File: config.mk
export PLATFORM = sky130hd
export DESIGN_NAME = pe_host_bridge
export DESIGN_NICKNAME = d
export VERILOG_FILES = /design/src/rtl/pe_bridge_pkg.sv /design/src/rtl/pe_result_fifo.sv /design/src/rtl/pe_host_bridge.sv
export SDC_FILE = /design/constraint.sdc
export NUM_CORES = 2
export LEC_CHECK = 0
export CORE_ASPECT_RATIO = 2
export CORE_MARGIN = 5
export CORE_UTILIZATION = 40
export CTS_CLUSTER_SIZE = 28
export DETAILED_ROUTE_END_ITERATION = 10
export SLEW_MARGIN = 20
export SYNTH_ARGS = -nofsm -noshare
export SYNTH_HDL_FRONTEND = slang
export SYNTH_SLANG_ARGS = --single-unit
File: constraint.sdc
create_clock -name iClk -period 12.65 [get_ports iClk]
set_input_delay 1.8975 -clock iClk [delete_from_list [all_inputs] [get_ports iClk]]
set_output_delay 1.8975 -clock iClk [all_outputs]
set_load 0.05 [all_outputs]
File: src/rtl/pe_bridge_pkg.sv
// Shared register map and bit positions for the PE host bridge.
// No logic; constants only.
// Used by the bridge top and the testbench alike.
package pe_bridge_pkg;

    // Host word addresses
    localparam int ADDR_CTRL      = 'h00;
    localparam int ADDR_STATUS    = 'h01;
    localparam int ADDR_STAT_CLR  = 'h02;
    localparam int ADDR_IMEM_ADDR = 'h03;
    localparam int ADDR_COMMIT    = 'h04;
    localparam int ADDR_IMEM_DATA = 'h08;   // lane k at ADDR_IMEM_DATA + k
    localparam int ADDR_RESULT    = 'h10;   // lane k at ADDR_RESULT + k
    localparam int ADDR_POP       = 'h18;

    // CTRL bits
    localparam int CTRL_RUN    = 0;
    localparam int CTRL_IRQ_EN = 1;
    localparam int CTRL_CLEAR  = 2;

    // STATUS bits
    localparam int ST_EMPTY     = 0;
    localparam int ST_FULL      = 1;
    localparam int ST_OVERFLOW  = 2;
    localparam int ST_IRQ       = 3;
    localparam int ST_COUNT_LSB = 8;

    // STAT_CLR bit that clears the sticky overflow flag
    localparam int STCLR_OVERFLOW = 2;

endpackage

File: src/rtl/pe_result_fifo.sv
// Result FIFO: holds completed PE result vectors, head visible combinationally.
// Latency: push visible at head/count the cycle after the push edge.
// Backpressure: full push without pop is dropped and flagged on overflow; pop on empty is ignored.
module pe_result_fifo #(
    parameter int Width = 128,
    parameter int Depth = 16
) (
    input  logic                         clk,
    input  logic                         rst_n,
    input  logic                         push,
    input  logic [Width-1:0]             push_data,
    input  logic                         pop,
    input  logic                         clear,
    output logic [Width-1:0]             head,
    output logic [$clog2(Depth+1)-1:0]   count,
    output logic                         full,
    output logic                         empty,
    output logic                         overflow
);
    localparam int PW = $clog2(Depth);
    localparam int CW = $clog2(Depth + 1);

    logic [Width-1:0] mem [Depth];
    logic [PW-1:0]    wr_ptr;
    logic [PW-1:0]    rd_ptr;
    logic [CW-1:0]    cnt;
    logic             pop_ok;
    logic             push_ok;

    assign empty    = (cnt == '0);
    assign full     = (cnt == CW'(Depth));
    assign count    = cnt;
    assign head     = mem[rd_ptr];

    // A pop frees a slot in the same cycle, so a full FIFO can still accept a push alongside it
    assign pop_ok   = pop & ~empty;
    assign push_ok  = push & (~full | pop_ok);
    assign overflow = push & full & ~pop_ok & ~clear;

    // Pointer and occupancy tracking; clear overrides everything including a same-cycle push
    always_ff @(posedge clk or negedge rst_n) begin
        if (!rst_n) begin
            wr_ptr <= '0;
            rd_ptr <= '0;
            cnt    <= '0;
        end else if (clear) begin
            wr_ptr <= '0;
            rd_ptr <= '0;
            cnt    <= '0;
        end else begin
            if (push_ok) wr_ptr <= wr_ptr + PW'(1);
            if (pop_ok)  rd_ptr <= rd_ptr + PW'(1);
            case ({push_ok, pop_ok})
                2'b10:   cnt <= cnt + CW'(1);
                2'b01:   cnt <= cnt - CW'(1);
                default: cnt <= cnt;
            endcase
        end
    end

    // Entry storage; contents only become visible through the pointers, so no reset is needed
    always_ff @(posedge clk) begin
        if (push_ok && !clear) mem[wr_ptr] <= push_data;
    end

endmodule

File: src/rtl/pe_host_bridge.sv
// Host-bus bridge to one PE: IMEM staging/commit, shader reset, result FIFO readout, IRQ.
// Latency: reads return 1 cycle after the strobe; commit pulses 1 cycle after the COMMIT write.
// Backpressure: none on the host bus; results arriving while the FIFO is full are dropped (sticky overflow).
module pe_host_bridge
    import pe_bridge_pkg::*;
#(
    parameter int DataWidth     = 32,
    parameter int NumLanes      = 4,
    parameter int ImemAddrWidth = 10,
    parameter int ResultDepth   = 16,
    parameter int BusAddrWidth  = 6
) (
    input  logic                          iClk,
    input  logic                          iReset_n,
    input  logic                          iChipSelect_n,
    input  logic                          iWrite_n,
    input  logic                          iRead_n,
    input  logic [BusAddrWidth-1:0]       iAddress,
    input  logic [DataWidth-1:0]          iData,
    output logic [DataWidth-1:0]          oData,
    output logic                          oReadValid,
    output logic                          oImemWrEn,
    output logic [ImemAddrWidth-1:0]      oImemWrAddr,
    output logic [DataWidth*NumLanes-1:0] oImemWrData,
    output logic                          oShaderRst_n,
    input  logic [DataWidth*NumLanes-1:0] iPeData,
    input  logic [NumLanes-1:0]           iPeReady,
    output logic                          oIrq
);
    localparam int CW = $clog2(ResultDepth + 1);

    // Bus strobes; a write takes precedence and suppresses a simultaneous read
    logic wr_en;
    logic rd_en;
    assign wr_en = ~iChipSelect_n & ~iWrite_n;
    assign rd_en = ~iChipSelect_n & ~iRead_n & iWrite_n;

    logic hit_ctrl, hit_status, hit_stat_clr, hit_imem_addr, hit_commit, hit_pop;
    assign hit_ctrl      = (iAddress == BusAddrWidth'(ADDR_CTRL));
    assign hit_status    = (iAddress == BusAddrWidth'(ADDR_STATUS));
    assign hit_stat_clr  = (iAddress == BusAddrWidth'(ADDR_STAT_CLR));
    assign hit_imem_addr = (iAddress == BusAddrWidth'(ADDR_IMEM_ADDR));
    assign hit_commit    = (iAddress == BusAddrWidth'(ADDR_COMMIT));
    assign hit_pop       = (iAddress == BusAddrWidth'(ADDR_POP));

    logic                                run;
    logic                                irq_en;
    logic                                overflow;
    logic [ImemAddrWidth-1:0]            imem_addr;
    logic [NumLanes-1:0][DataWidth-1:0]  imem_data;
    logic                                all_rdy;
    logic                                all_rdy_q;
    logic [DataWidth-1:0]                rd_mux;

    logic                                fifo_push;
    logic                                fifo_pop;
    logic                                fifo_clear;
    logic [DataWidth*NumLanes-1:0]       fifo_head;
    logic [CW-1:0]                       fifo_count;
    logic                                fifo_full;
    logic                                fifo_empty;
    logic                                fifo_ovf;

    logic                                commit_wr;
    assign commit_wr = wr_en & hit_commit;

    assign oShaderRst_n = run;

    // One entry per result: only the rising edge of the combined ready pushes
    assign all_rdy    = (&iPeReady) & run;
    assign fifo_push  = all_rdy & ~all_rdy_q;
    assign fifo_pop   = wr_en & hit_pop;
    assign fifo_clear = wr_en & hit_ctrl & iData[CTRL_CLEAR];

    pe_result_fifo #(
        .Width (DataWidth * NumLanes),
        .Depth (ResultDepth)
    ) u_fifo (
        .clk       (iClk),
        .rst_n     (iReset_n),
        .push      (fifo_push),
        .push_data (iPeData),
        .pop       (fifo_pop),
        .clear     (fifo_clear),
        .head      (fifo_head),
        .count     (fifo_count),
        .full      (fifo_full),
        .empty     (fifo_empty),
        .overflow  (fifo_ovf)
    );

    // CTRL register, sticky overflow flag and ready edge history
    always_ff @(posedge iClk or negedge iReset_n) begin
        if (!iReset_n) begin
            run       <= 1'b0;
            irq_en    <= 1'b0;
            overflow  <= 1'b0;
            all_rdy_q <= 1'b0;
        end else begin
            all_rdy_q <= all_rdy;
            if (wr_en && hit_ctrl) begin
                run    <= iData[CTRL_RUN];
                irq_en <= iData[CTRL_IRQ_EN];
            end
            // A fresh drop in the same cycle as the clear keeps the flag set
            if (fifo_ovf)
                overflow <= 1'b1;
            else if (wr_en && hit_stat_clr && iData[STCLR_OVERFLOW])
                overflow <= 1'b0;
        end
    end

    // IMEM staging: address (with commit auto-increment) and per-lane data words
    always_ff @(posedge iClk or negedge iReset_n) begin
        if (!iReset_n) begin
            imem_addr <= '0;
            imem_data <= '0;
        end else begin
            if (commit_wr && iData[0])
                imem_addr <= imem_addr + ImemAddrWidth'(1);
            else if (wr_en && hit_imem_addr)
                imem_addr <= iData[ImemAddrWidth-1:0];
            for (int k = 0; k < NumLanes; k++) begin
                if (wr_en && iAddress == BusAddrWidth'(ADDR_IMEM_DATA + k))
                    imem_data[k] <= iData;
            end
        end
    end

    // Commit pulse: address/data are snapshotted at the COMMIT edge so later staging writes cannot disturb it
    always_ff @(posedge iClk or negedge iReset_n) begin
        if (!iReset_n) begin
            oImemWrEn   <= 1'b0;
            oImemWrAddr <= '0;
            oImemWrData <= '0;
        end else begin
            oImemWrEn <= commit_wr;
            if (commit_wr) begin
                oImemWrAddr <= imem_addr;
                oImemWrData <= imem_data;
            end
        end
    end

    // Read data selection; unmapped and write-only addresses read as zero
    always_comb begin
        rd_mux = '0;
        if (hit_ctrl) begin
            rd_mux[CTRL_RUN]    = run;
            rd_mux[CTRL_IRQ_EN] = irq_en;
        end
        if (hit_status) begin
            rd_mux[ST_EMPTY]             = fifo_empty;
            rd_mux[ST_FULL]              = fifo_full;
            rd_mux[ST_OVERFLOW]          = overflow;
            rd_mux[ST_IRQ]               = oIrq;
            rd_mux[ST_COUNT_LSB +: CW]   = fifo_count;
        end
        if (hit_imem_addr)
            rd_mux[ImemAddrWidth-1:0] = imem_addr;
        for (int k = 0; k < NumLanes; k++) begin
            if (iAddress == BusAddrWidth'(ADDR_IMEM_DATA + k))
                rd_mux = imem_data[k];
            if (iAddress == BusAddrWidth'(ADDR_RESULT + k) && !fifo_empty)
                rd_mux = fifo_head[k*DataWidth +: DataWidth];
        end
    end

    // Registered read port; oData holds until the next read
    always_ff @(posedge iClk or negedge iReset_n) begin
        if (!iReset_n) begin
            oData      <= '0;
            oReadValid <= 1'b0;
        end else begin
            oReadValid <= rd_en;
            if (rd_en) oData <= rd_mux;
        end
    end

    // Level interrupt, registered from the current FIFO/overflow state
    always_ff @(posedge iClk or negedge iReset_n) begin
        if (!iReset_n) oIrq <= 1'b0;
        else           oIrq <= irq_en & (~fifo_empty | overflow);
    end

endmodule

Yosys cells after proc, flatten, opt, wreduce, memory -nomap -nowiden
Memories as Yosys holds them, arrays and structs flattened.
Index checks and enable logic that the tools add are counted.

storage, ports and cells
  register bits after elaboration = 328
  bits in latches = 0
  memory bits (writable) = 2048
  ROM bits = 0
  input bits = 175
  output and inout port bits = 174
  logic and storage cells = 113
  memories = 1

memory list
  name        depth  bits a word  read ports  clocked after memory_dff  wr ports  RTL line              text
  u_fifo.mem  16     128          1           0                         1         pe_result_fifo.sv:23  logic [Width-1:0] mem [Depth];

operators by class
  add/sub/neg operators = 5
  $mul = 0
  divide/modulo/power cells = 0
  $lt $le $gt $ge = 0
  equal/unequal tests = 16
  shift operators = 0
  muxes and demuxes = 24
  bitwise logic cells = 25
  reduce and logical (&&, ||, !) cells = 24

operators by type and width
  operator                 number
  $mux W32                 8
  $eq A6 B5 Y1 const B     5
  $mux W10                 3
  $eq A6 B4 Y1 const B     4
  $mux W4                  5
  $and A1 B1 Y1            15
  $logic_and A1 B1 Y1      14
  $eq A6 B2 Y1 const B     2
  $add A10 B1 Y10 const B  1
  $mux W5                  2
  $pmux W5 S2              1
  $add A4 B1 Y4 const B    2
  $not A1 Y1               8
  $reduce_bool A2 Y1       4
  $eq A6 B1 Y1 const B     1
  $eq A6 B3 Y1 const B     1
  $logic_not A6 Y1         1
  $add A5 B1 Y5 const B    1
  $eq A5 B5 Y1 const B     1
  $logic_not A5 Y1         1
  $sub A5 B1 Y5 const B    1
  $mux W1                  4
  $reduce_and A4 Y1        1
  $reduce_bool A3 Y1       1
  other kinds (5)          7

Depth between registers and ports, before layout
  word-level depth = 12
  mapped depth = 11
  depth with buffers taken out = 10

Cells and area by module
A second synthesis with hierarchy kept.

unflattened totals
  cells, all modules = 4678
  area, all modules = 92069.6 um2

modules (own cells, without submodules)
  module          times used  cells each  area each (um2)  sequential area each (um2)
  pe_result_fifo  1           3241        77380.5          61824.3
  pe_host_bridge  1           1437        14689.1          7882.6

Worst setup path before layout
Ideal clock, no wire load.

  kind = input to register
  start = input port iAddress[2]
  end = memory u_fifo.mem[0][0], enable pin
  setup time = 0.772 ns
  arrival = 12.011 ns
  required time = 11.878 ns
  setup slack = -0.133 ns
  cell stages on the path = 7
  path buffers = 2
  cells stage by stage = clkbuf_1 -> nor4b_1 -> a211o_1 -> and2_1 -> clkbuf_1 -> nand3_1 -> nor3_1

on the way
  longest elaborated chain between the ends = 8
  elaborated cells between the ends (all ways) = 12
  those cells by class = eq/ne: 1; mux: 2; bitwise: 6; reduce/logical: 3

ends and longest elaborated chain
  what                               RTL line              text
  from (decl)                        pe_host_bridge.sv:18  input logic [BusAddrWidth-1:0] iAddress,
  $eq A6 B5 Y1                       pe_host_bridge.sv:44  assign hit_pop = (iAddress == BusAddrWidth'(ADDR_POP));
  $and A1 B1 Y1                      pe_host_bridge.sv:72  assign fifo_pop = wr_en & hit_pop;
  $and A1 B1 Y1                      pe_result_fifo.sv:36  assign pop_ok = pop & ~empty;
  $or A1 B1 Y1                       pe_result_fifo.sv:37  assign push_ok = push & (~full | pop_ok);
  $and A1 B1 Y1                      pe_result_fifo.sv:37
  $logic_and A1 B1 Y1 (*)            pe_result_fifo.sv:63  if (push_ok && !clear) mem[wr_ptr] <= push_data;
  $mux W1 (*)                        pe_result_fifo.sv:63
  $mux W1 (implied by the code) (*)  pe_result_fifo.sv:63
  to (decl)                          pe_result_fifo.sv:23

Mark *: on every way between the ends. The rest lies on a longest branch, timed or not.

Final worst setup path
  start = input port iAddress[0]
  end = memory u_fifo.mem[7][31], enable pin

The elaborated chain is that of the path after synthesis.

==> impl_metrics.json <==
{
  "status": "complete, no violations",
  "fin_crit_ps": 6090,
  "drt_pass1_iterations": 7,
  "cts_resized": 0,
  "clock-sinks": 2376,
  "max_freq_mhz": 164,
  "setup_viol": 0,
  "fin_area_um2": 105000,
  "synth_edf_count": 2048,
  "coreArea_um2": 228000,
  "initial_core_util_pct": 40.2,
  "critical_path.max_stage_delay_ps": 850,
  "cts_hold_buf": 0,
  "post_cts_buffers": 0,
  "io_pins": 349,
  "maxCapViolCount": 0,
  "multi_input_area_um2": 20800,
  "slew_violations": 0,
  "holdCritStartpoint": "oImemWrData[114]",
  "p_sw_share_pct": 22.8,
  "drive_gt1_share_pct": 20.8,
  "critPathTopFamily": "buffers and inverters",
  "path_max_fanout": 41,
  "dpl_cell_area_um2": 98700,
  "synth-async-reset-ratio_pct": 13.8,
  "min_delay_path_depth": 2,
  "synth_top_area_share_pct": 67.2,
  "p_int_mw": 12.5,
  "start_kind": "primary input",
  "crit_slowest_cell": "clkdlybuf4s50_1",
  "cpMostUsedCell": "buf_4",
  "critPathBufInv": 3,
  "endpoint_kind": "flop",
  "r2r_end": "oData[2]",
  "post-synth-top-count-cell": "edfxtp_1",
  "ir_worst_vdd_mv": 0.122,
  "netlist_area_um2": 91600,
  "fin_worst_skew_ps": 52.2,
  "remaining_drc_errors": 0,
  "yosysWarnings": 0,
  "die_area_um2": 239000,
  "grtUsageTotal_pct": 21.6,
  "gp_congestion": 0.889,
  "wl_per_cell_um": 32.2,
  "ff_latch_area_um2": 69700,
  "ys.flop_type": "edfxtp_1",
  "ys_ff_latch": 2376,
  "clockBufferDepth": 4,
  "synth_top_area_cell": "edfxtp_1",
  "ant_nets": 0,
  "path_cells": "clkdlybuf4s50_1, nor4b_4, a211o_1, and2_1, nand3_1, nor2_4, buf_4, buf_4",
  "netlist_top_cells_count": "edfxtp_1, mux4_2, nand2_1, dfrtp_1, a22oi_1",
  "power_frac_comb_pct": 8.5,
  "syn_avg_cell_area_um2": 20.0,
  "antenna_found_initial": 60,
  "cts_max_level": 4,
  "viasPerCell": 5.81,
  "vias": 47300,
  "synth_cell_type_count": 75,
  "synthesis.nets": 4756,
  "die_y_um": 687,
  "hpwl_mm": 161,
  "syn2layout_area_growth_pct": 14.7,
  "hold_viol_final": 0,
  "r2r_setup_slack_ps": 7860,
  "ys_seq_area_share_pct": 76.1,
  "n_fill_cell": 19100,
  "power-per-cell-area_nw_per_um2": 155,
  "grt_setup_unrepaired": "no",
  "min_to": "oImemWrData[114]",
  "routed_wl_mm": 262,
  "grt_max_degree": 142,
  "numCtsBuffers": 201,
  "fin_setup_tns_ps": 0,
  "p_leak_nw": 34.1,
  "p_seq_share_pct": 54.2,
  "worst_pin_slew_ps": 1190,
  "cts_tree": "done",
  "row_count": 248,
  "synth.area.top_cells": "edfxtp_1, mux4_2, dfrtp_1",
  "hp-class": "flop to flop",
  "syn_inst": 4571,
  "finalCritPeriodShare_pct": 48.1,
  "slew_headroom_pct": 20.6,
  "path_class": "primary input to flop",
  "switchingPower_mw": 3.71,
  "post-route-util_pct": 46.1,
  "die_w_um": 348,
  "clockPowerShare_pct": 37.3,
  "fin_nets": 5151,
  "numPortBuffers": 348,
  "gr-total-overflow": 0,
  "drt_iter0_markers": 4535,
  "cp_data_required_time_ps": 13100,
  "critical_path_arrival_ps": 6530,
  "cp_num_cells": 8,
  "grt_pass1_wl_mm": 372,
  "clk_latency_ps": 850,
  "root_buffer": "clkbuf_16",
  "grt_pass1_vias": 48600,
  "rr_worst_depth": 8,
  "reg2reg_from": "u_fifo.rd_ptr[0]",
  "whs_ps": 476,
  "clkSlewWorstSetupHoldPaths_ps": 70
}
-- sequential cells by signal, indices dropped and copies added, names as in the netlist, 4 cells and up --
signal and cells:
u_fifo.wr_ptr 4, oImemWrData 128, u_fifo.rd_ptr 4, imem_addr 10
oImemWrAddr 10, u_fifo.mem 2048, oData 32, imem_data 128
u_fifo.count 5
-- cells by family after synthesis --
family                     after synthesis  synth area share, %
DFF                                   2376                 76.1
and+or+nand+nor                        667                 3.06
AOI/OAI and AO/OA                      467                 3.63
adders and majority gates               10                0.145
buffers and inverters                  279                 1.42
xor gates and xnor gates                 9               0.0861
muxes                                  763                 15.5
-- worst max path at each step --
stage                             end   startpoint
floorplan            u_fifo.mem[1][0]  iAddress[2]
global placement    u_fifo.mem[7][31]  iAddress[0]
detailed placement  u_fifo.mem[7][31]  iAddress[0]
CTS                  u_fifo.mem[7][5]  iAddress[0]
global route         u_fifo.mem[7][5]  iAddress[0]
finish              u_fifo.mem[7][31]  iAddress[0]
-- routing by layer --
metal  track usage (%)  up-vias  part of all wire (%)  wire length [µm]
met2              37.2     1889                    51            133000
met1              27.1    25400                    37             98100
met3              4.33      491                   7.3             19100
li1                  -    19400                     -                 -
met4              8.15       52                   4.4             11500
met5                 0        -                  0.13               338
-- power by group through the flow --
stage	sequential, mW	combinational [mW]	clock [mW]
2_1_floorplan	8.97	0.838	0
3_3_place_gp	8.96	1.40	0
3_5_place_dp	8.96	1.41	0
4_1_cts	8.80	1.41	6.19
5_1_grt	8.81	1.48	6.48
6_report	8.80	1.39	6.06
-- tightest hold or removal path, cell delays in order, from the launching register on --
cell and delay [ps]:
dfrtp_1 340, nand2_1 50, nand2_1 50
-- layout by cell type (no fill, tap or decap), types with 6 or more instances in the layout --
cell,n
buf_4,92
edfxtp_1,2048
a2111oi_0,24
diode_2,10
nor2_1,64
clkdlybuf4s50_1,347
a211oi_1,27
nor3_1,12
clkbuf_8,8
xnor2_1,6
dfrtp_1,324
o211ai_1,20
o21ai_0,39
or3_1,6
nor4_1,6
mux4_2,514
nand2b_1,7
and3_1,6
nand3_1,18
mux2_2,126
bufinv_16,13
buf_12,13
clkinv_1,49
and2_1,6
mux2i_1,120
a22oi_1,128
a21oi_1,63
nor2_4,13
nand2_1,477
o22ai_1,74
clkbuf_1,40
a22o_1,13
o221ai_1,14
or4_1,13
clkinv_2,33
clkbuf_16,206
inv_1,14
a221oi_1,9
ha_1,9
-- per-stage QoR --
step / total power [mW] / cells / setup WS, ps
floorplan: 9.81 / 4571 / -131
global placement: 10.4 / 7762 / 5860
detailed placement: 10.4 / 7763 / 5740
CTS: 16.4 / 8123 / 6590
global route: 16.8 / 8126 / 6390
finish: 16.2 / 8133 / 6560
-- cell type report --
type	count	share of cell area, %
repair buffers	454	4.23
flip-flops and latches	2376	66.4
inverters	17	0.0703
diodes	10	0.0238
multi-input cells	1916	19.8
clock buffers	255	5.16
well taps	3000	3.57
clock inverters	105	0.804
(Power assumes the default switching activity.)
